<file path="config.mk">
export PLATFORM = sky130hd
export DESIGN_NAME = conv_frame_ctrl
export DESIGN_NICKNAME = d
export VERILOG_FILES = /design/src/rtl/conv_pkg.sv /design/src/rtl/conv_frame_cnt.sv /design/src/rtl/conv_frame_ctrl.sv
export SDC_FILE = /design/constraint.sdc
export NUM_CORES = 1
export LEC_CHECK = 0
export CAP_MARGIN = 20
export CORE_MARGIN = 4
export CORE_UTILIZATION = 44
export CTS_CLUSTER_SIZE = 14
export DETAILED_ROUTE_END_ITERATION = 10
export SLEW_MARGIN = 5
export SYNTH_ARGS = -nofsm -noshare
export SYNTH_HDL_FRONTEND = slang
export SYNTH_SLANG_ARGS = --single-unit
</file>
<file path="constraint.sdc">
create_clock -name clk -period 3.8 [get_ports clk]
set_input_delay 0.76 -clock clk [delete_from_list [all_inputs] [get_ports clk]]
set_output_delay 0.76 -clock clk [all_outputs]
set_load 0.01 [all_outputs]
</file>
<file path="src/rtl/conv_pkg.sv">
// Shared definitions for the 3x3 convolution frame sequencer: FSM state
// encoding, kernel-bank indices and the kernel-type width.
package conv_pkg;

  localparam int unsigned KTYPE_W = 5;

  typedef enum logic [2:0] {
    IDLE,
    LOAD,
    STREAM,
    DRAIN,
    DONE
  } state_t;

  // Kernel-bank indices selectable through cfg_kernel_type
  localparam logic [KTYPE_W-1:0] K_GAUSSIAN_BLUR_1 = 5'd0;
  localparam logic [KTYPE_W-1:0] K_GAUSSIAN_BLUR_2 = 5'd1;
  localparam logic [KTYPE_W-1:0] K_BOX_BLUR        = 5'd2;
  localparam logic [KTYPE_W-1:0] K_SHARPEN         = 5'd3;
  localparam logic [KTYPE_W-1:0] K_EDGE_DETECT_1   = 5'd4;
  localparam logic [KTYPE_W-1:0] K_EDGE_DETECT_2   = 5'd5;
  localparam logic [KTYPE_W-1:0] K_SOBEL_X         = 5'd6;
  localparam logic [KTYPE_W-1:0] K_SOBEL_Y         = 5'd7;
  localparam logic [KTYPE_W-1:0] K_EMBOSS          = 5'd8;

endpackage

</file>
<file path="src/rtl/conv_frame_cnt.sv">
// Loadable up-counter with terminal-count compare. Counting stops at the
// terminal value so surplus increments never wrap it.
module conv_frame_cnt
  import conv_pkg::*;
#(
  parameter int unsigned WIDTH = 22
) (
  input  logic             clk,
  input  logic             rst_n,
  input  logic             clear,
  input  logic             inc,
  input  logic [WIDTH-1:0] term,
  output logic             at_term,
  output logic             last
);

  logic [WIDTH-1:0] count;

  assign at_term = (count == term);
  // One increment away from the terminal value
  assign last    = (count == term - WIDTH'(1));

  // Count up until the terminal value; clear has priority
  always_ff @(posedge clk or negedge rst_n) begin
    if (!rst_n) begin
      count <= '0;
    end else if (clear) begin
      count <= '0;
    end else if (inc && !at_term) begin
      count <= count + WIDTH'(1);
    end
  end

endmodule

</file>
<file path="src/rtl/conv_frame_ctrl.sv">
// Frame sequencer for the padded 3x3 convolution datapath. Latches a
// per-frame configuration, gates the pixel source into the datapath, counts
// results and injects zero flush pixels until the frame completes.
// Optional build macro: CONV_CTRL_PERF_EN adds perf_cycles / perf_stall.
module conv_frame_ctrl
  import conv_pkg::*;
#(
  parameter int unsigned PIXEL_WIDTH   = 8,
  parameter int unsigned BUFFER_LENGTH = 2000,
  parameter int unsigned FLUSH_MAX     = 4100
) (
  input  logic                             clk,
  input  logic                             rst_n,
  input  logic                             cfg_start,
  input  logic [KTYPE_W-1:0]               cfg_kernel_type,
  input  logic [$clog2(BUFFER_LENGTH)-1:0] cfg_col_size,
  input  logic [$clog2(BUFFER_LENGTH)-1:0] cfg_row_size,
  input  logic [PIXEL_WIDTH-1:0]           src_pixel,
  input  logic                             src_valid,
  output logic                             src_ready,
  output logic [PIXEL_WIDTH-1:0]           dp_in_point,
  output logic                             dp_valid_in,
  output logic [$clog2(BUFFER_LENGTH)-1:0] dp_col_size,
  output logic [$clog2(BUFFER_LENGTH)-1:0] dp_row_size,
  output logic [KTYPE_W-1:0]               dp_kernel_type,
  input  logic                             dp_valid_out,
  output logic                             busy,
  output logic                             frame_done,
  output logic                             frame_err
`ifdef CONV_CTRL_PERF_EN
  ,
  output logic [31:0]                      perf_cycles,
  output logic [31:0]                      perf_stall
`endif
);

  localparam int unsigned SIZE_W  = $clog2(BUFFER_LENGTH);
  localparam int unsigned TOT_W   = 2 * SIZE_W;
  localparam int unsigned FLUSH_W = $clog2(FLUSH_MAX + 1);

  state_t           state;
  logic [TOT_W-1:0] total;
  logic             drain_q;
  logic             hs;
  logic             size_zero;
  logic             in_at_term, in_last;
  logic             out_at_term, out_last, out_reach;
  logic             flush_at_term, flush_last;

  assign hs        = src_valid & src_ready;
  assign size_zero = (cfg_col_size == '0) || (cfg_row_size == '0);

  // Source pixels pass straight through on a handshake; the flush phase
  // feeds zeros for the bottom and right padding.
  assign dp_valid_in = hs | drain_q;
  assign dp_in_point = hs ? src_pixel : '0;

  // A result arriving this cycle that completes the frame counts as reached,
  // so completion wins over a timeout landing on the same cycle.
  assign out_reach = out_at_term | (dp_valid_out & out_last);

  conv_frame_cnt #(
    .WIDTH (TOT_W)
  ) u_in_cnt (
    .clk     (clk),
    .rst_n   (rst_n),
    .clear   (state == LOAD),
    .inc     (hs),
    .term    (total),
    .at_term (in_at_term),
    .last    (in_last)
  );

  conv_frame_cnt #(
    .WIDTH (TOT_W)
  ) u_out_cnt (
    .clk     (clk),
    .rst_n   (rst_n),
    .clear   (state == LOAD),
    .inc     (dp_valid_out),
    .term    (total),
    .at_term (out_at_term),
    .last    (out_last)
  );

  conv_frame_cnt #(
    .WIDTH (FLUSH_W)
  ) u_flush_cnt (
    .clk     (clk),
    .rst_n   (rst_n),
    .clear   (state == LOAD),
    .inc     (state == DRAIN),
    .term    (FLUSH_W'(FLUSH_MAX)),
    .at_term (flush_at_term),
    .last    (flush_last)
  );

  // Frame FSM with registered handshake, status and configuration outputs
  always_ff @(posedge clk or negedge rst_n) begin
    if (!rst_n) begin
      state          <= IDLE;
      total          <= '0;
      drain_q        <= 1'b0;
      src_ready      <= 1'b0;
      busy           <= 1'b0;
      frame_done     <= 1'b0;
      frame_err      <= 1'b0;
      dp_col_size    <= '0;
      dp_row_size    <= '0;
      dp_kernel_type <= '0;
    end else begin
      frame_done <= 1'b0;
      frame_err  <= 1'b0;
      case (state)
        IDLE: begin
          if (cfg_start) begin
            if (size_zero) begin
              frame_err <= 1'b1;
            end else begin
              dp_kernel_type <= cfg_kernel_type;
              dp_col_size    <= cfg_col_size;
              dp_row_size    <= cfg_row_size;
              total          <= TOT_W'(cfg_col_size) * TOT_W'(cfg_row_size);
              busy           <= 1'b1;
              state          <= LOAD;
            end
          end
        end
        LOAD: begin
          src_ready <= 1'b1;
          state     <= STREAM;
        end
        STREAM: begin
          // Leave on the final accepted pixel; readiness drops from the next cycle
          if ((hs && in_last) || in_at_term) begin
            src_ready <= 1'b0;
            drain_q   <= 1'b1;
            state     <= DRAIN;
          end
        end
        DRAIN: begin
          // Timeout fires on the cycle that issues the last allowed flush pixel
          if (out_reach) begin
            drain_q    <= 1'b0;
            frame_done <= 1'b1;
            state      <= DONE;
          end else if (flush_last || flush_at_term) begin
            drain_q   <= 1'b0;
            frame_err <= 1'b1;
            busy      <= 1'b0;
            state     <= IDLE;
          end
        end
        DONE: begin
          busy  <= 1'b0;
          state <= IDLE;
        end
        default: begin
          drain_q   <= 1'b0;
          src_ready <= 1'b0;
          busy      <= 1'b0;
          state     <= IDLE;
        end
      endcase
    end
  end

`ifdef CONV_CTRL_PERF_EN
  // Saturating active-cycle and source-stall counters, restarted per frame
  always_ff @(posedge clk or negedge rst_n) begin
    if (!rst_n) begin
      perf_cycles <= '0;
      perf_stall  <= '0;
    end else if (state == LOAD) begin
      perf_cycles <= '0;
      perf_stall  <= '0;
    end else begin
      if (((state == STREAM) || (state == DRAIN)) && (perf_cycles != '1)) begin
        perf_cycles <= perf_cycles + 32'd1;
      end
      if ((state == STREAM) && !src_valid && (perf_stall != '1)) begin
        perf_stall <= perf_stall + 32'd1;
      end
    end
  end
`endif

endmodule
</file>
-- Word level (Yosys, flattened, before mapping)
Index checks and enable logic that the tools add are counted.
- add/sub/neg operators: 4
- $mul: 1
- equal/unequal tests: 16
- mux-type cells: 30
- bitwise logic cells: 8
- reductions and logical operators: 24
- operator list (operator ; count):
    22-bit equality test ; 4
    22-bit 2-to-1 mux ; 4
    22-bit by 1-bit adder with 22-bit output, second input constant ; 2
    13-bit equality test, second input constant ; 2
    13-bit 2-to-1 mux ; 2
    11-bit zero test ; 2
    11-bit by 11-bit multiplier with 22-bit output ; 1
    22-bit by 1-bit subtractor with 22-bit output, second input constant ; 1
    3-bit 2-to-1 mux ; 5
    13-bit by 1-bit adder with 13-bit output, second input constant ; 1
    1-bit 2-to-1 mux ; 13
    3-bit case mux with 4 select lines ; 1
    2-bit inequality test, second input constant ; 5
    1-bit case mux with 3 select lines ; 3
    8-bit 2-to-1 mux ; 1
    3-bit by 2-bit equality test with 1-bit output, second input constant ; 2
    3-bit AND reduction ; 2
    2-bit nonzero test ; 3
    3-bit OR reduction ; 2
    5-bit AND reduction ; 1
    1-bit logical AND ; 4
    1-bit inverter ; 4
    4-bit AND reduction ; 1
    3-bit by 1-bit equality test with 1-bit output, second input constant ; 1
    other kinds (10) ; 16
- bits in registers: 114
- bits of input ports: 40
- output and inout port bits: 40
- word-level logic and storage cells: 96

-- Longest topological paths before layout
- depth after elaboration: 6
- mapped depth: 21
- mapped depth without buffers: 20

-- Cells and area by module
Synthesis repeated with hierarchy kept, for this count alone.
- cell total of the unflattened synthesis: 1390
- area total of the unflattened synthesis: 11831.3 µm²
- modules (own cells, without submodules) (module ; instances ; cells an instance ; area an instance (µm²)):
    conv_frame_ctrl ; 1 ; 749 ; 6486.2
    conv_frame_cnt (u_in_cnt ...) ; 2 ; 245 ; 2054.5
    conv_frame_cnt (u_flush_cnt) ; 1 ; 151 ; 1236.2

-- Worst setup path before layout
Ideal clock, no wire load.
- path type: in2reg
- from: in cfg_row_size[2]
- to: reg total[16]
- setup time: 0.135 ns
- arrival: 5.327 ns
- data required time: 3.665 ns
- setup slack: -1.662 ns
- stages on the path: 18
- path through: clkbuf_1 > nand2_1 > fa_1 > fa_1 > inv_1 > ha_1 > fa_1 > inv_1 > fa_1 > inv_1 > ha_1 > nor2b_1 > a311o_1 > a311o_1 > a31o_2 > a21oi_1 > xor2_1 > o21ai_0
- longest elaborated chain between the ends: 4
- elaborated cells on any way between the ends: 5
- classes of those cells: mul (1); bitwise (1); reduce/logical (3)
- RTL lines (item ; RTL line ; source):
    start, declared ; conv_frame_ctrl.sv:17 ; input logic [$clog2(BUFFER_LENGTH)-1:0] cfg_row_size,
    parallel branches: the longest is 4 deep, another holds 11-bit by 11-bit multiplier with 22-bit output ; n/a ;
    end signal, assigned ; conv_frame_ctrl.sv:123 ; total <= TOT_W'(cfg_col_size) * TOT_W'(cfg_row_size);
    end, declared ; conv_frame_ctrl.sv:42 ; logic [TOT_W-1:0] total;
Several ways; the timed one is not identified.
A chain may end at the register's enable or synchronous reset.

-- Final worst setup path
- from: in cfg_row_size[3]
- to: reg total[16]
The elaborated chain is that of the path after synthesis.

==> impl_metrics.env <==
export IMPL_grt_max_degree=60
export IMPL_rows=57
export IMPL_maxCapViolations=0
export IMPL_drv_slew=0
export IMPL_path_clk_slew_ps=60
export IMPL_ir_worst_vdd_v=0.000673
export IMPL_drt_iter0_drc=542
export IMPL_violations="negative setup slack"
export IMPL_start_util=0.447
export IMPL_placed_cells=1670
export IMPL_ant_nets=0
export IMPL_synth_top_area_cell="dfrtp_1"
export IMPL_avgSynthCellArea_um2=8.80
export IMPL_status="finished, violations left"
export IMPL_layout_drive_gt1_share=0.234
export IMPL_grt_pass1_wl_um=47100
export IMPL_ys_warnings_count=0
export IMPL_async_flop_share=1.00
export IMPL_holdWs_ps=409
export IMPL_fmax_ghz=0.203
export IMPL_synth_main_ff_cell="dfrtp_1"
export IMPL_die_h_um=165
export IMPL_stdcell_count=1740
export IMPL_grt_overflow_total=0
export IMPL_ys_ff_latch=114
export IMPL_numCtsBuffers=17
export IMPL_cts_sinks=114
export IMPL_grt_total_usage=0.216
export IMPL_critPathMaxFanout=4
export IMPL_syn_cell_area_um2=10900
export IMPL_worst_slew_margin_rel=0.470
export IMPL_crit_slowest_cell="fa_1"
export IMPL_synth_seq_area_share=0.263
export IMPL_syn_nets=1420
export IMPL_cts_buffer_depth=2
export IMPL_rsz0062_at_grt="yes"
export IMPL_viasPerCell=5.31
export IMPL_die_area_um2=27300
export IMPL_synthToLayoutAreaGrowth_pct=29.7
export IMPL_nFillCells=2143
export IMPL_antenna_diode_count=0
export IMPL_fin_nets=1588
export IMPL_synth_cell_types=70
export IMPL_multiInputGateArea_um2=7780
export IMPL_powerDensity_nw_per_um2=691
export IMPL_timing_rr_start="total[2]"
export IMPL_num_io_pins=80
export IMPL_yosysTopAreaCellShare=0.263
export IMPL_timing_final_ws_setup_ps=-1120
export IMPL_cp_buffers_inverters=4
export IMPL_synth_edf_count=0
export IMPL_tritoncts="built"
export IMPL_setup_viol=15
export IMPL_routabilityCongestion=0.922
export IMPL_dp_hpwl_um=21400
export IMPL_die_w_um=165
export IMPL_p_total_mw=9.74
export IMPL_h_tree_depth=4
export IMPL_cpPeakStageDelay_ps=560
export IMPL_crit_family="adder cells"
export IMPL_critPathRequiredTime_ps=4110
export IMPL_core_um2=24300
export IMPL_crit_path_start_kind="input pin"
export IMPL_finalCritPeriodShare=1.29
export IMPL_hold_class="in2async"
export IMPL_worst_ep_arrival_time_ps=5230
export IMPL_wl_per_cell_um=16.5
export IMPL_path_cells="buf_6, buf_6, buf_4, nand2_2, fa_1, fa_1, fa_1, inv_1, fa_1, fa_1, ha_4, a21o_1, a21oi_2, nor2b_2, a311o_1, a31o_2, a21oi_2, xor2_1, o21ai_1"
export IMPL_vias=9243
export IMPL_clk_latency_ps=430
export IMPL_drc=0
export IMPL_critPathCaptureType="register"
export IMPL_dp_slack_ps=-2010
export IMPL_grt_pass1_vias=9205
export IMPL_timing_critical_path_mode_cell="fa_1"
export IMPL_p_leak_nw=6.47
export IMPL_timing_worst_slew_pin_value_ps=795
export IMPL_rrSetupSlack_ps=460
export IMPL_synth_area_top_cells="dfrtp_1 26%, fa_1 15%, ha_1 7.5%"
export IMPL_register_area_um2=2850
export IMPL_fin_crit_ps=4920
export IMPL_dr_pass1_iters=5
export IMPL_root_buffer="clkbuf_16"
export IMPL_syn_inst=1235
export IMPL_hold_violations=0
export IMPL_final_setup_skew_ps=8.13
export IMPL_critical_path_class="in2reg"
export IMPL_finalWirelength_um=28800
export IMPL_antenna_found_initial=0
export IMPL_portBuffers=79
export IMPL_crit_path_start="cfg_row_size[3]"
[cell usage after synthesis (all sizes together), types with 5 or more instances]
library cell    n
a31oi          13
dfrtp         114
or3            23
and2           66
o21ai          41
clkbuf         57
mux2           23
a21o            5
xor2           59
nor3b           5
buf            11
nor3           28
nand2         137
and4            7
nor4           23
nor2b          10
xnor2          64
inv           135
nand4          19
nor2           86
a21oi          28
and3           23
o211ai         13
ha             65
or4             8
fa             80
nand3          27
nand2b          7
[layout make-up]
type | count | area share
Clock buffer | 18 | 0.0312
Clock inverter | 14 | 0.00826
Inverter | 135 | 0.0360
Multi-Input combinational cell | 918 | 0.552
Sequential cell | 114 | 0.202
Tap cell | 324 | 0.0288
Timing Repair Buffer | 217 | 0.141
[layer usage]
metal / GRT usage / wire [µm] / share of wire / vias up
li1: - / - / - / 4443
met1: 0.312 / 13400 / 0.46 / 4544
met2: 0.337 / 13400 / 0.47 / 226
met3: 0.0419 / 1560 / 0.054 / 30
met4: 0.0518 / 446 / 0.016 / 0
met5: 0 / 0 / 0 / -
[cell families (layout without fill, tap and decap cells)]
| logic type | after synthesis | in the layout | synth area share |
|---|---|---|---|
| buffers and inverters | 203 | 384 | 0.0719 |
| and+or+nand+nor | 485 | 485 | 0.234 |
| xor gates and xnor gates | 123 | 123 | 0.0992 |
| muxes | 26 | 26 | 0.0266 |
| adders and majority gates | 145 | 145 | 0.222 |
| AOI/OAI and AO/OA | 139 | 139 | 0.0834 |
| DFF | 114 | 114 | 0.263 |
[cell usage in the layout, fill, tap and decap left out, drive strengths merged, types with 8 or more instances in the layout]
cell type,instances
or4,8
xor2,59
and3,23
nor2b,10
nor4,23
nor2,86
a21oi,28
a31oi,13
and2,66
clkbuf,22
ha,65
o21ai,41
mux2,23
nand2,137
dfrtp,114
o211ai,13
fa,80
clkdlybuf4s50,58
inv,143
nor3,28
nand3,27
or3,23
nand4,19
xnor2,64
buf,152
[report_power, final]
group	total [mW]	switching, mW	internal [mW]
registers	1.99	0.517	1.47
clock network	1.55	0.680	0.868
logic	6.20	3.10	3.10
[metrics by stage]
step / cell area (µm²) / TNS [ps] / utilization
2_1_floorplan: 11200 / -13060 / -
3_3_place_gp: 12900 / -25920 / 0.528
3_5_place_dp: 12900 / -26640 / 0.528
4_1_cts: 13900 / -13700 / 0.570
5_1_grt: 14100 / -14890 / 0.580
6_report: 14100 / -12730 / 0.580
[state kept, by name, indices dropped and copies added, names as in the netlist]
signal and count:
dp_col_size 11, dp_row_size 11, dp_kernel_type 5, frame_err 1, state 3, u_flush_cnt.count 13
frame_done 1, total 22, src_ready 1, u_in_cnt.count 22, busy 1, u_out_cnt.count 22
drain_q 1
[worst register-to-register path: stages (launching register included)]
cell and delay (ps):
dfrtp_1 550, or4_1 770, or4_1 470, nand3_1 100
a31oi_1 150, nor4_1 390, a41oi_1 290, a31oi_1 360
o221ai_2 140
[final timing paths]
path,end,depth (start not counted)
worst max-delay path,total[16],19
worst min-delay path,u_in_cnt.count[4],1
worst max register to register,drain_q,8
worst min register to register,dp_kernel_type[0],2
max in group asynchronous,u_out_cnt.count[20],2
min in group clk,dp_kernel_type[0],2
[timing repair]
action,4_1_cts,5_1_grt
endpoints found under the hold margin,0,0
endpoints found under the setup margin,17,16
setup buffers,35,5
pin swaps,43,47
hold buffers,0,0
gates resized for setup,134,84
cloned,3,0
Note: power is estimated with default switching activity, not from simulation.
